==> src/rtl/led_breathe_if.sv <==
`default_nettype none
// ============================================================================
// Module      : led_breathe_if
// Description : Control and status bundle of the breathing-LED block.
// Revision    : 1.0 - initial release
// ============================================================================
interface led_breathe_if #(
  parameter int PWM_BITS = 8
);
  logic                EN;
  logic                TICK_IN;
  logic                LED;
  logic [PWM_BITS-1:0] DUTY;
  logic [2:0]          STATE;
  logic                CYCLE_DONE;

  modport master (
    output EN, TICK_IN,
    input  LED, DUTY, STATE, CYCLE_DONE
  );

  modport slave (
    input  EN, TICK_IN,
    output LED, DUTY, STATE, CYCLE_DONE
  );
endinterface
`default_nettype wire

==> src/rtl/led_breathe.sv <==
`default_nettype none
// ============================================================================
// Module      : led_breathe
// Description : Tick-stepped ramp FSM driving a PWM LED (rise/hold/fall/hold).
// Revision    : 1.0 - initial release
// ============================================================================
module led_breathe #(
  parameter int PWM_BITS   = 8,
  parameter int STEP       = 16,
  parameter int HOLD_TICKS = 2
) (
  input  logic          CLK_100MHz,
  input  logic          RST,
  led_breathe_if.slave  bus
);

  typedef enum logic [2:0] {
    IDLE    = 3'd0,
    RISE    = 3'd1,
    HOLD_HI = 3'd2,
    FALL    = 3'd3,
    HOLD_LO = 3'd4
  } state_t;

  localparam int                  HOLD_W    = (HOLD_TICKS > 1) ? $clog2(HOLD_TICKS) : 1;
  localparam logic [PWM_BITS-1:0] MAX       = {PWM_BITS{1'b1}};
  localparam logic [PWM_BITS:0]   STEP_X    = (PWM_BITS+1)'(STEP);
  localparam logic [HOLD_W-1:0]   HOLD_LAST = HOLD_W'(HOLD_TICKS - 1);

  state_t              state_q, state_d;
  logic [PWM_BITS-1:0] duty_q, duty_d;
  logic [HOLD_W-1:0]   hold_q, hold_d;
  logic                done_q, done_d;
  logic                tick_q;
  logic                tick;
  logic [PWM_BITS-1:0] pwm_cnt;
  logic                led_q;
  logic [PWM_BITS:0]   sum;

  assign tick = bus.TICK_IN & ~tick_q;
  // One spare bit so the saturation check sees the carry out of the add.
  assign sum  = {1'b0, duty_q} + STEP_X;

  always_comb begin
    state_d = state_q;
    duty_d  = duty_q;
    hold_d  = hold_q;
    done_d  = 1'b0;
    if (!bus.EN) begin
      state_d = IDLE;
      duty_d  = '0;
      hold_d  = '0;
    end else begin
      case (state_q)
        IDLE: begin
          state_d = RISE;
          duty_d  = '0;
          hold_d  = '0;
        end
        RISE: if (tick) begin
          if (sum >= {1'b0, MAX}) begin
            duty_d  = MAX;
            state_d = HOLD_HI;
            hold_d  = '0;
          end else begin
            duty_d = sum[PWM_BITS-1:0];
          end
        end
        HOLD_HI: if (tick) begin
          if (hold_q == HOLD_LAST) begin
            state_d = FALL;
            hold_d  = '0;
          end else begin
            hold_d = hold_q + HOLD_W'(1);
          end
        end
        FALL: if (tick) begin
          if ({1'b0, duty_q} <= STEP_X) begin
            duty_d  = '0;
            state_d = HOLD_LO;
            hold_d  = '0;
          end else begin
            duty_d = duty_q - STEP_X[PWM_BITS-1:0];
          end
        end
        HOLD_LO: if (tick) begin
          if (hold_q == HOLD_LAST) begin
            state_d = RISE;
            hold_d  = '0;
            done_d  = 1'b1;
          end else begin
            hold_d = hold_q + HOLD_W'(1);
          end
        end
        default: begin
          state_d = IDLE;
          duty_d  = '0;
          hold_d  = '0;
        end
      endcase
    end
  end

  // tick_q resets high so a divider output already high at release is not a tick.
  always_ff @(posedge CLK_100MHz) begin
    if (RST) begin
      tick_q  <= 1'b1;
      pwm_cnt <= '0;
      led_q   <= 1'b0;
      state_q <= IDLE;
      duty_q  <= '0;
      hold_q  <= '0;
      done_q  <= 1'b0;
    end else begin
      tick_q  <= bus.TICK_IN;
      pwm_cnt <= pwm_cnt + PWM_BITS'(1);
      led_q   <= (pwm_cnt < duty_q);
      state_q <= state_d;
      duty_q  <= duty_d;
      hold_q  <= hold_d;
      done_q  <= done_d;
    end
  end

  assign bus.LED        = led_q;
  assign bus.DUTY       = duty_q;
  assign bus.STATE      = state_q;
  assign bus.CYCLE_DONE = done_q;

endmodule
`default_nettype wire

==> src/flat_wrapper.sv <==
// flat-port wrapper written by rule: the top's interface ports become plain ports
module led_breathe_flat 
#(
  parameter int PWM_BITS   = 8,
  parameter int STEP       = 16,
  parameter int HOLD_TICKS = 2
)
  (CLK_100MHz, RST, bus_EN, bus_TICK_IN, bus_LED, bus_DUTY, bus_STATE, bus_CYCLE_DONE);
  led_breathe_if #(.PWM_BITS(PWM_BITS)) bus_i ();
  input  logic CLK_100MHz;
  input  logic RST;
  input wire logic [$bits(bus_i.EN)-1:0] bus_EN;
  input wire logic [$bits(bus_i.TICK_IN)-1:0] bus_TICK_IN;
  output wire logic [$bits(bus_i.LED)-1:0] bus_LED;
  output wire logic [$bits(bus_i.DUTY)-1:0] bus_DUTY;
  output wire logic [$bits(bus_i.STATE)-1:0] bus_STATE;
  output wire logic [$bits(bus_i.CYCLE_DONE)-1:0] bus_CYCLE_DONE;
  assign bus_i.EN = bus_EN;
  assign bus_i.TICK_IN = bus_TICK_IN;
  assign bus_LED = bus_i.LED;
  assign bus_DUTY = bus_i.DUTY;
  assign bus_STATE = bus_i.STATE;
  assign bus_CYCLE_DONE = bus_i.CYCLE_DONE;
  led_breathe #(.PWM_BITS(PWM_BITS), .STEP(STEP), .HOLD_TICKS(HOLD_TICKS)) u_core (.CLK_100MHz(CLK_100MHz), .RST(RST), .bus(bus_i));
endmodule
==> config.mk <==
export PLATFORM = sky130hd
export DESIGN_NAME = led_breathe_flat
export DESIGN_NICKNAME = d
export VERILOG_FILES = /design/src/rtl/led_breathe_if.sv /design/src/rtl/led_breathe.sv /design/src/flat_wrapper.sv
export SDC_FILE = /design/constraint.sdc
export NUM_CORES = 1
export LEC_CHECK = 0
export CAP_MARGIN = 25
export CORE_ASPECT_RATIO = 1.4
export CORE_UTILIZATION = 52
export CTS_CLUSTER_SIZE = 25
export DETAILED_ROUTE_END_ITERATION = 12
export GPL_TIMING_DRIVEN = 0
export PLACE_DENSITY_LB_ADDON = 0.12
export SLEW_MARGIN = 10
export SYNTH_ARGS = -nofsm -noshare
export SYNTH_HDL_FRONTEND = slang
export SYNTH_SLANG_ARGS = --single-unit
==> constraint.sdc <==
create_clock -name CLK_100MHz -period 2.16 [get_ports CLK_100MHz]
set_input_delay 0.54 -clock CLK_100MHz [delete_from_list [all_inputs] [get_ports CLK_100MHz]]
set_output_delay 0.54 -clock CLK_100MHz [all_outputs]
set_load 0.01 [all_outputs]
==> results of run 1 <==
[worst paths after layout]
kind	startpoint	to	slack [ns]
setup / recovery	u_core.bus.DUTY[5]	u_core.bus.DUTY[6]	0.09
setup reg to reg	u_core.bus.DUTY[5]	u_core.bus.DUTY[6]	0.09
hold reg to reg	u_core.pwm_cnt[0]	u_core.pwm_cnt[0]	0.46
hold / removal	u_core.pwm_cnt[0]	u_core.pwm_cnt[0]	0.46
[cell families (layout without fill, tap and decap cells)]
| group | after synthesis | count (layout) | share of synthesized area |
|---|---|---|---|
| AOI/OAI and AO/OA | 34 | 34 | 0.201 |
| xor gates and xnor gates | 8 | 8 | 0.0549 |
| adders and majority gates | 12 | 12 | 0.118 |
| buffers and inverters | 16 | 37 | 0.0617 |
| DFF | 20 | 20 | 0.313 |
| muxes | 2 | 2 | 0.0157 |
| and+or+nand+nor | 59 | 59 | 0.236 |
[metrics by stage]
stage	cells	TNS [ns]	total power, mW	setup slack [ns]
CTS	192	0	0.672	0.0377
global placement	189	-0.118	0.494	-0.0519
global route	194	0	0.695	0.00161
detailed placement	189	-0.288	0.498	-0.0936
floorplan	151	0	0.462	0.0883
finish	194	0	0.661	0.0929
[repair_timing]
| item | CTS | global route |
|---|---|---|
| buffers inserted | 0 | 2 |
| endpoints found under the setup margin | 3 | 2 |
| pin swaps | 0 | 1 |
| gates resized for setup | 2 | 1 |
| gates cloned | 0 | 0 |
[metal layers]
layer | vias up | routed length [µm] | global-route usage
li1 | 576 | - | -
met1 | 541 | 1090 | 0.220
met2 | 15 | 1500 | 0.443
met3 | 2 | 55 | 0.0327
met4 | 0 | 19 | 0.108
met5 | - | 0 | 0
[worst reg2reg max path, delay by kind of cell, from the launching register on]
family | cells | cell delay, ns
buffers and inverters | 1 | 0.10
AOI/OAI and AO/OA | 4 | 0.99
adders and majority gates | 1 | 0.31
DFF | 1 | 0.43
and+or+nand+nor | 1 | 0.14
[sequential cells by signal, indices dropped and copies added (netlist names)]
signal,flops
u_core.tick_q,1
u_core.bus.STATE,3
u_core.bus.LED,1
u_core.bus.DUTY,5
u_core.bus.CYCLE_DONE,1
u_core.pwm_cnt,8
u_core.hold_q,1
[cell type report]
class | count | area share
tap | 22 | 0.0183
inverter | 6 | 0.0149
buffer | 10 | 0.0373
sequential | 20 | 0.269
clock buffer | 3 | 0.0149
multi-input combinational | 115 | 0.529
timing repair buffer | 18 | 0.116
[synth_stat cells (all sizes together), types with 5 or more instances]
cell type / instances / area share
dfxtp: 20 / 0.31
nor2: 16 / 0.047
nand2: 9 / 0.026
o21ai: 6 / 0.024
a21oi: 6 / 0.032
nand2b: 5 / 0.024
nand3: 8 / 0.031
nor2b: 8 / 0.039
inv: 6 / 0.018
buf: 8 / 0.038
ha: 12 / 0.12
xor2: 5 / 0.034
[power breakdown]
part	switching, mW	total [mW]	internal [mW]
logic	0.0513	0.102	0.0503
clock network	0.108	0.173	0.0649
registers	0.00793	0.386	0.378
==> flow_metrics.py, run 1 <==
metrics = {
    "floorplanning": {
        "core_area_mm2": 0.00225,
        "core.rowCount": 20,
        "initial_core_util": 0.567,
        "die_h_um": 60.6,
        "io_pins": 17,
        "die_w_um": 43.9,
        "die_area_mm2": 0.00266,
    },
    "global_routing": {
        "track_usage": 0.223,
        "antenna_found_initial": 0,
        "grt_first_pass_wirelength_mm": 4.45,
        "grt-ovfl-total": 0,
        "grt_pass1_vias": 1111,
        "grt_max_degree": 11,
    },
    "cells_and_area": {
        "layout_commonest_cell": "dfxtp_1",
        "layout_common_cells": "dfxtp_1, nor2_1, clkdlybuf4s50_1",
        "diodes": 0,
        "nFillCells": 189,
        "post-route-util": 0.669,
        "layout-drive-gt1-share": 0.105,
        "syn2layout_area_growth_pct": 18.0,
        "multi_input_area_um2": 798,
        "fin_nets": 190,
        "seqCellArea_um2": 405,
        "design_area_mm2": 0.00151,
    },
    "place": {
        "place_area_mm2": 0.00147,
        "io_buffers": 16,
        "dp_hpwl_mm": 2.04,
        "gp_congestion": 0.826,
    },
    "critical_path": {
        "required_ns": 2.36,
        "path_delay_family": "compound AO/OA/AOI/OAI gates",
        "worstSetupStartpointType": "flop",
        "crit_chain": "inv_1 -> ha_1 -> nor2b_1 -> o211ai_1 -> a21oi_4 -> a221o_1 -> a32o_1",
        "max_stage_delay_ns": 0.43,
        "cp.depth": 7,
        "path_max_fanout": 9,
        "critical_path.slowest_cell": "dfxtp_2",
        "arrival_ns": 2.27,
        "critical_path_class": "reg -> reg",
        "worst_setup_path_end_kind": "flop",
        "critPathBufInv": 1,
        "reg2reg_depth": 7,
    },
    "clock_tree": {
        "htree_levels": 1,
        "cts_tree": "built",
        "cts_buffers": 3,
        "holdBufCountCts": 0,
        "clk_latency_ns": 0.30,
        "cts_root_buf": "clkbuf_4",
        "clk_pin_slew_ns": 0.11,
        "cts_num_sinks": 20,
        "cts_buffer_depth": 2,
    },
    "routing": {
        "drt_iter0_markers": 19,
        "dr.pass1.iters": 6,
        "via_count": 1134,
        "routed_wl_mm": 2.67,
        "drc": 0,
        "ant_nets": 0,
        "routedWlPerCell_um": 13.8,
        "via_per_inst": 5.85,
    },
    "sta": {
        "timing.hold.ws_ns": 0.457,
        "period_needed_ns": 2.07,
        "fin_crit_sh": 0.957,
        "clock-skew-final_ns": 0.0113,
        "relSlewSlack": 0.712,
        "hold_viol_final": 0,
        "worstMarginPinSlew_ns": 0.432,
        "slew_violations": 0,
        "rsz0062_at_grt": "no",
        "fmax_mhz": 484,
        "setup_violations": 0,
    },
    "worst_hold_path": {
        "min_path_cells": 1,
        "hp-class": "reg -> reg",
    },
    "logic_synthesis": {
        "synth_area_per_cell_um2": 8.46,
        "syn_area_mm2": 0.00128,
        "synthesis.nets": 167,
        "ys_warn_count": 0,
        "ys.flop_type": "dfxtp_1",
        "async_flop_share": 0,
        "yosysSeqAreaShare": 0.313,
        "post_synth_num_cell_types": 41,
        "synth_seq_cells": 20,
        "postSynthCellCount": 151,
        "synth_edf_count": 0,
    },
    "pwr": {
        "p_leak_nw": 0.600,
        "power.density_mw_per_mm2": 439,
        "peakVddDrop_mv": 0.460,
    },
    "run_status": {
        "outcome": "finished, final reports clean",
    },
    "run": {
        "cap_violations": 0,
    },
}
No activity file was read; power rests on OpenSTA's default activity.
==> run 2, diff against run 1 <==
--- a/config.mk
+++ b/config.mk
@@ -7,6 +7,7 @@
 export LEC_CHECK = 0
 export CAP_MARGIN = 25
 export CORE_ASPECT_RATIO = 1.4
+export CORE_MARGIN = 1.5
 export CORE_UTILIZATION = 52
 export CTS_CLUSTER_SIZE = 25
 export DETAILED_ROUTE_END_ITERATION = 12
==> run 2 against run 1 <==
  * Sequential cell count unchanged
  * Critical path depth did not move
  * Clock power is 79% higher
  * Sequential share of layout area fell by 0.42 points
  * Wire length rose by 3.8%
  * Clock skew down 0.0088 ns
  * Worst setup slack improved by 0.0096 ns
  * Maximum frequency rose by 0.47%
  * Design area up 1.6%
  * Count of clock-buffer cells in the layout is the same
  * Cell count is 0.52% higher
  * Combinational power about the same
  * Critical endpoint unchanged
==> flow_metrics.py, run 2 (same netlist as run 1, synthesis figures left out) <==
metrics = {
    "critical_path": {
        "max_stage_delay_ns": 0.43,
        "worst_setup_path_end_kind": "flop",
        "path_delay_family": "compound AO/OA/AOI/OAI gates",
        "critPathBufInv": 1,
        "worstSetupStartpointType": "flop",
        "arrival_ns": 2.26,
        "path_max_fanout": 9,
        "critical_path.slowest_cell": "dfxtp_2",
        "critical_path_class": "reg -> reg",
        "crit_chain": "inv_1 -> ha_1 -> nor2b_1 -> o211ai_1 -> a21oi_4 -> a221o_1 -> a32o_1",
        "timing.rr.start": "u_core.bus.DUTY[5]",
        "r2r-end": "u_core.bus.DUTY[6]",
        "required_ns": 2.37,
        "critical_path.startpoint": "u_core.bus.DUTY[5]",
        "r2r_setup_slack_ns": 0.10,
        "reg2reg_depth": 7,
    },
    "floorplanning": {
        "die_h_um": 61.6,
        "core.rowCount": 21,
        "die_w_um": 44.9,
        "initial_core_util": 0.540,
        "io_pins": 17,
        "core_area_mm2": 0.00236,
        "die_area_mm2": 0.00277,
    },
    "sta": {
        "relSlewSlack": 0.676,
        "hold_viol_final": 0,
        "setup_violations": 0,
        "slew_violations": 0,
        "rsz0062_at_grt": "no",
        "fmax_mhz": 486,
        "worstMarginPinSlew_ns": 0.485,
        "fin_crit_sh": 0.953,
        "setup_ws_ns": 0.103,
        "finalSetupTns_ns": 0,
        "clock-skew-final_ns": 0.00253,
        "timing.hold.ws_ns": 0.457,
        "period_needed_ns": 2.06,
    },
    "routing": {
        "ant_nets": 0,
        "drc": 0,
        "routedWlPerCell_um": 14.2,
        "dr.pass1.iters": 4,
        "drt_iter0_markers": 29,
        "routed_wl_mm": 2.77,
        "via_count": 1147,
        "via_per_inst": 5.88,
    },
    "clock_tree": {
        "cts_root_buf": "clkbuf_4",
        "cts_tree": "built",
        "clk_pin_slew_ns": 0.12,
        "cts_buffers": 3,
        "cts_num_sinks": 20,
        "holdBufCountCts": 0,
        "htree_levels": 1,
        "clk_latency_ns": 0.30,
        "cts_buffer_depth": 2,
    },
    "cells_and_area": {
        "fin_nets": 189,
        "syn2layout_area_growth_pct": 19.9,
        "design_area_mm2": 0.00153,
        "largest_reg_flops": 8,
        "layout-drive-gt1-share": 0.105,
        "post-route-util": 0.648,
        "layout.cells.non_filler": 195,
        "layout_common_cells": "dfxtp_1, nor2_1, clkdlybuf4s50_1",
        "diodes": 0,
        "largest_register": "u_core.pwm_cnt",
        "layout_commonest_cell": "dfxtp_1",
    },
    "global_routing": {
        "grt-ovfl-total": 0,
        "grt_max_degree": 13,
        "grt_pass1_vias": 1057,
        "grt_first_pass_wirelength_mm": 4.67,
        "antenna_found_initial": 0,
        "track_usage": 0.223,
    },
    "place": {
        "pre_cts_ws_ns": -0.0978,
        "io_buffers": 16,
        "dp_hpwl_mm": 2.05,
        "gp_congestion": 0.900,
        "place_area_mm2": 0.00147,
        "dp.cells": 190,
    },
    "pwr": {
        "power_frac_seq": 0.483,
        "clkPwrFrac": 0.388,
        "swShare": 0.229,
        "p_comb_frac": 0.129,
        "power.density_mw_per_mm2": 522,
        "p_total_uw": 799,
        "p_leak_nw": 0.613,
        "peakVddDrop_mv": 0.289,
        "power.internal_uw": 616,
        "netSwitchingPower_uw": 183,
    },
    "run": {
        "cap_violations": 0,
    },
    "worst_hold_path": {
        "min_path_cells": 1,
        "worstHoldStart": "u_core.pwm_cnt[0]",
        "hp-class": "reg -> reg",
        "min_to": "u_core.pwm_cnt[0]",
    },
    "run_status": {
        "outcome": "finished, final reports clean",
    },
}
[run 2: changes by cell type in the layout (fill, tap and decap cells not counted)]
cell | previous run | this run
buf_4 | 6 | 5
bufinv_16 | 0 | 1
o311ai_0 | 1 | 0
o311ai_1 | 0 | 1
[run 2: power groups by stage]
stage | clock network, mW | logic [mW] | registers [mW]
6_report | 0.310 | 0.103 | 0.386
2_1_floorplan | 0 | 0.0646 | 0.397
3_3_place_gp | 0 | 0.0984 | 0.396
4_1_cts | 0.315 | 0.102 | 0.388
3_5_place_dp | 0 | 0.101 | 0.396
5_1_grt | 0.330 | 0.114 | 0.388
[run 2: worst max-delay path by stage]
stage                     slack [ns]  cells after the start            endpoint
after floorplan                 0.09                      7  u_core.bus.DUTY[6]
after global placement         -0.06                      5  u_core.bus.DUTY[2]
after detailed placement        -0.1                      5  u_core.bus.DUTY[2]
after CTS                       0.04                      7  u_core.bus.DUTY[6]
after global routing            0.03                      7  u_core.bus.DUTY[6]
final                           0.10                      7  u_core.bus.DUTY[6]
[run 2: repair_timing]
action	CTS	global route
endpoints found under the setup margin	2	3
setup buffers	0	1
gates resized for setup	2	2
pin swaps	0	1
[run 2: cell type report]
type	instances	area, µm²
Buffer	10	56.3
Tap cell	23	28.8
Fill cell	205	833
Inverter	6	22.5
Clock buffer	3	22.5
Clock inverter	1	30.0
Multi-Input combinational cell	115	798
Timing Repair Buffer	17	168
Sequential cell	20	405
[run 2: layer usage]
metal,GRT usage,routed length (µm),up-vias,part of all wire
met2,0.414,1490,33,0.54
met4,0.0672,30,0,0.011
met5,0,0,-,0
met1,0.256,1150,530,0.41
met3,0.0411,103,4,0.037
li1,-,-,580,-
==> run 3, diff against run 2 <==
--- a/config.mk
+++ b/config.mk
@@ -11,7 +11,7 @@
 export CORE_UTILIZATION = 52
 export CTS_CLUSTER_SIZE = 25
 export DETAILED_ROUTE_END_ITERATION = 12
-export GPL_TIMING_DRIVEN = 0
+export MAX_ROUTING_LAYER = met4
 export PLACE_DENSITY_LB_ADDON = 0.12
 export SLEW_MARGIN = 10
 export SYNTH_ARGS = -nofsm -noshare
==> run 3 against run 2 <==
  * Worst setup slack better by 0.0048 ns
  * Register-to-register slack improved by 0.05 ns
  * Clock power shrank 28%
  * Combinational power down 6%
  * Sequential cell count stayed put
  * Core utilization shrank 1.6 points
  * Die area unchanged
  * Largest power group unchanged
==> flow_metrics.py, run 3 (same netlist as run 1, synthesis figures left out) <==
metrics = {
    "cells_and_area": {
        "layout_common_cells": "dfxtp_1, nor2_1, clkdlybuf4s50_1",
        "fin_nets": 184,
        "layout-drive-gt1-share": 0.0898,
        "layout.cells.non_filler": 190,
        "diodes": 0,
        "largest_reg_flops": 8,
        "syn2layout_area_growth_pct": 16.9,
        "post-route-util": 0.632,
        "largest_register": "u_core.pwm_cnt",
        "design_area_mm2": 0.00149,
        "layout_commonest_cell": "dfxtp_1",
    },
    "floorplanning": {
        "die_h_um": 61.6,
        "core.rowCount": 21,
        "initial_core_util": 0.540,
        "die_w_um": 44.9,
        "die_area_mm2": 0.00277,
        "core_area_mm2": 0.00236,
        "io_pins": 17,
    },
    "global_routing": {
        "grt_max_degree": 20,
        "antenna_found_initial": 0,
        "grt-ovfl-total": 0,
        "grt_first_pass_wirelength_mm": 4.22,
        "grt_pass1_vias": 1021,
        "track_usage": 0.210,
    },
    "routing": {
        "via_count": 1112,
        "dr.pass1.iters": 4,
        "drc": 0,
        "ant_nets": 0,
        "drt_iter0_markers": 18,
        "via_per_inst": 5.85,
        "routedWlPerCell_um": 13.9,
        "routed_wl_mm": 2.64,
    },
    "critical_path": {
        "critPathBufInv": 1,
        "arrival_ns": 1.51,
        "worst_setup_path_end_kind": "output pin",
        "crit_chain": "clkdlybuf4s50_1",
        "path_max_fanout": 12,
        "critical_path.slowest_cell": "clkdlybuf4s50_1",
        "critical_path_class": "reg -> out",
        "path_delay_family": "buffers and inverters",
        "required_ns": 1.62,
        "max_stage_delay_ns": 0.62,
        "worstSetupStartpointType": "flop",
    },
    "clock_tree": {
        "htree_levels": 1,
        "cts_buffer_depth": 2,
        "cts_buffers": 3,
        "post_cts_buffers": 0,
        "cts_num_sinks": 20,
        "clk_latency_ns": 0.30,
        "clk_pin_slew_ns": 0.12,
        "cts_root_buf": "clkbuf_4",
        "holdBufCountCts": 0,
        "cts_tree": "built",
    },
    "sta": {
        "hold_viol_final": 0,
        "relSlewSlack": 0.723,
        "slew_violations": 0,
        "setup_ws_ns": 0.107,
        "timing.hold.ws_ns": 0.461,
        "finalSetupTns_ns": 0,
        "setup_violations": 0,
        "fmax_mhz": 487,
        "period_needed_ns": 2.05,
        "worstMarginPinSlew_ns": 0.415,
        "fin_crit_sh": 0.950,
        "clock-skew-final_ns": 0.00518,
        "rsz0062_at_grt": "no",
    },
    "pwr": {
        "peakVddDrop_mv": 0.393,
        "power.density_mw_per_mm2": 474,
        "p_leak_nw": 0.582,
        "p_total_uw": 708,
    },
    "run": {
        "cap_violations": 0,
    },
    "run_status": {
        "outcome": "finished, final reports clean",
    },
    "place": {
        "dp_hpwl_mm": 2.03,
        "gp_congestion": 0.869,
        "io_buffers": 16,
        "pre_cts_ws_ns": 0.126,
        "place_area_mm2": 0.00146,
        "dp.cells": 186,
    },
    "worst_hold_path": {
        "hp-class": "reg -> reg",
    },
}
==> run 3: cell type report <==
cell class              count  area (µm²)
multi-input cells         115         801
fillers                   217         871
flip-flops and latches     20         400
well taps                  23        28.8
inverters                   6        22.5
repair buffers             22         205
clock buffers               4        36.3
==> run 3: power breakdown <==
group          leakage (nW)  switching [mW]  internal [mW]
Clock                0.0210           0.119          0.103
Sequential            0.163          0.0104          0.380
Combinational         0.398          0.0472         0.0493
Total                 0.582           0.177          0.532
==> run 3: worst paths after layout <==
| check | slack [ns] | end | start | cells past startpoint |
|---|---|---|---|---|
| max reg2reg | 0.15 | u_core.bus.DUTY[6] | u_core.bus.DUTY[4] | 7 |
| max | 0.11 | bus_DUTY[6] | u_core.bus.DUTY[6] | 1 |
| min reg2reg | 0.46 | u_core.pwm_cnt[0] | u_core.pwm_cnt[0] | 1 |
| min | 0.46 | u_core.pwm_cnt[0] | u_core.pwm_cnt[0] | 1 |
==> run 3: per-layer routing <==
| metal | global-route usage | routed length (µm) | up-vias |
|---|---|---|---|
| met5 | - | 0 | - |
| met4 | 0.0672 | 37 | 0 |
| met3 | 0.0264 | 40 | 4 |
| met2 | 0.414 | 1480 | 15 |
| met1 | 0.207 | 1080 | 528 |
| li1 | - | - | 565 |
==> run 3: repair_timing <==
action / CTS / global route
gates resized for setup: 0 / 1
endpoints found under the setup margin: 0 / 2
hold endpoints to repair: 0 / 0
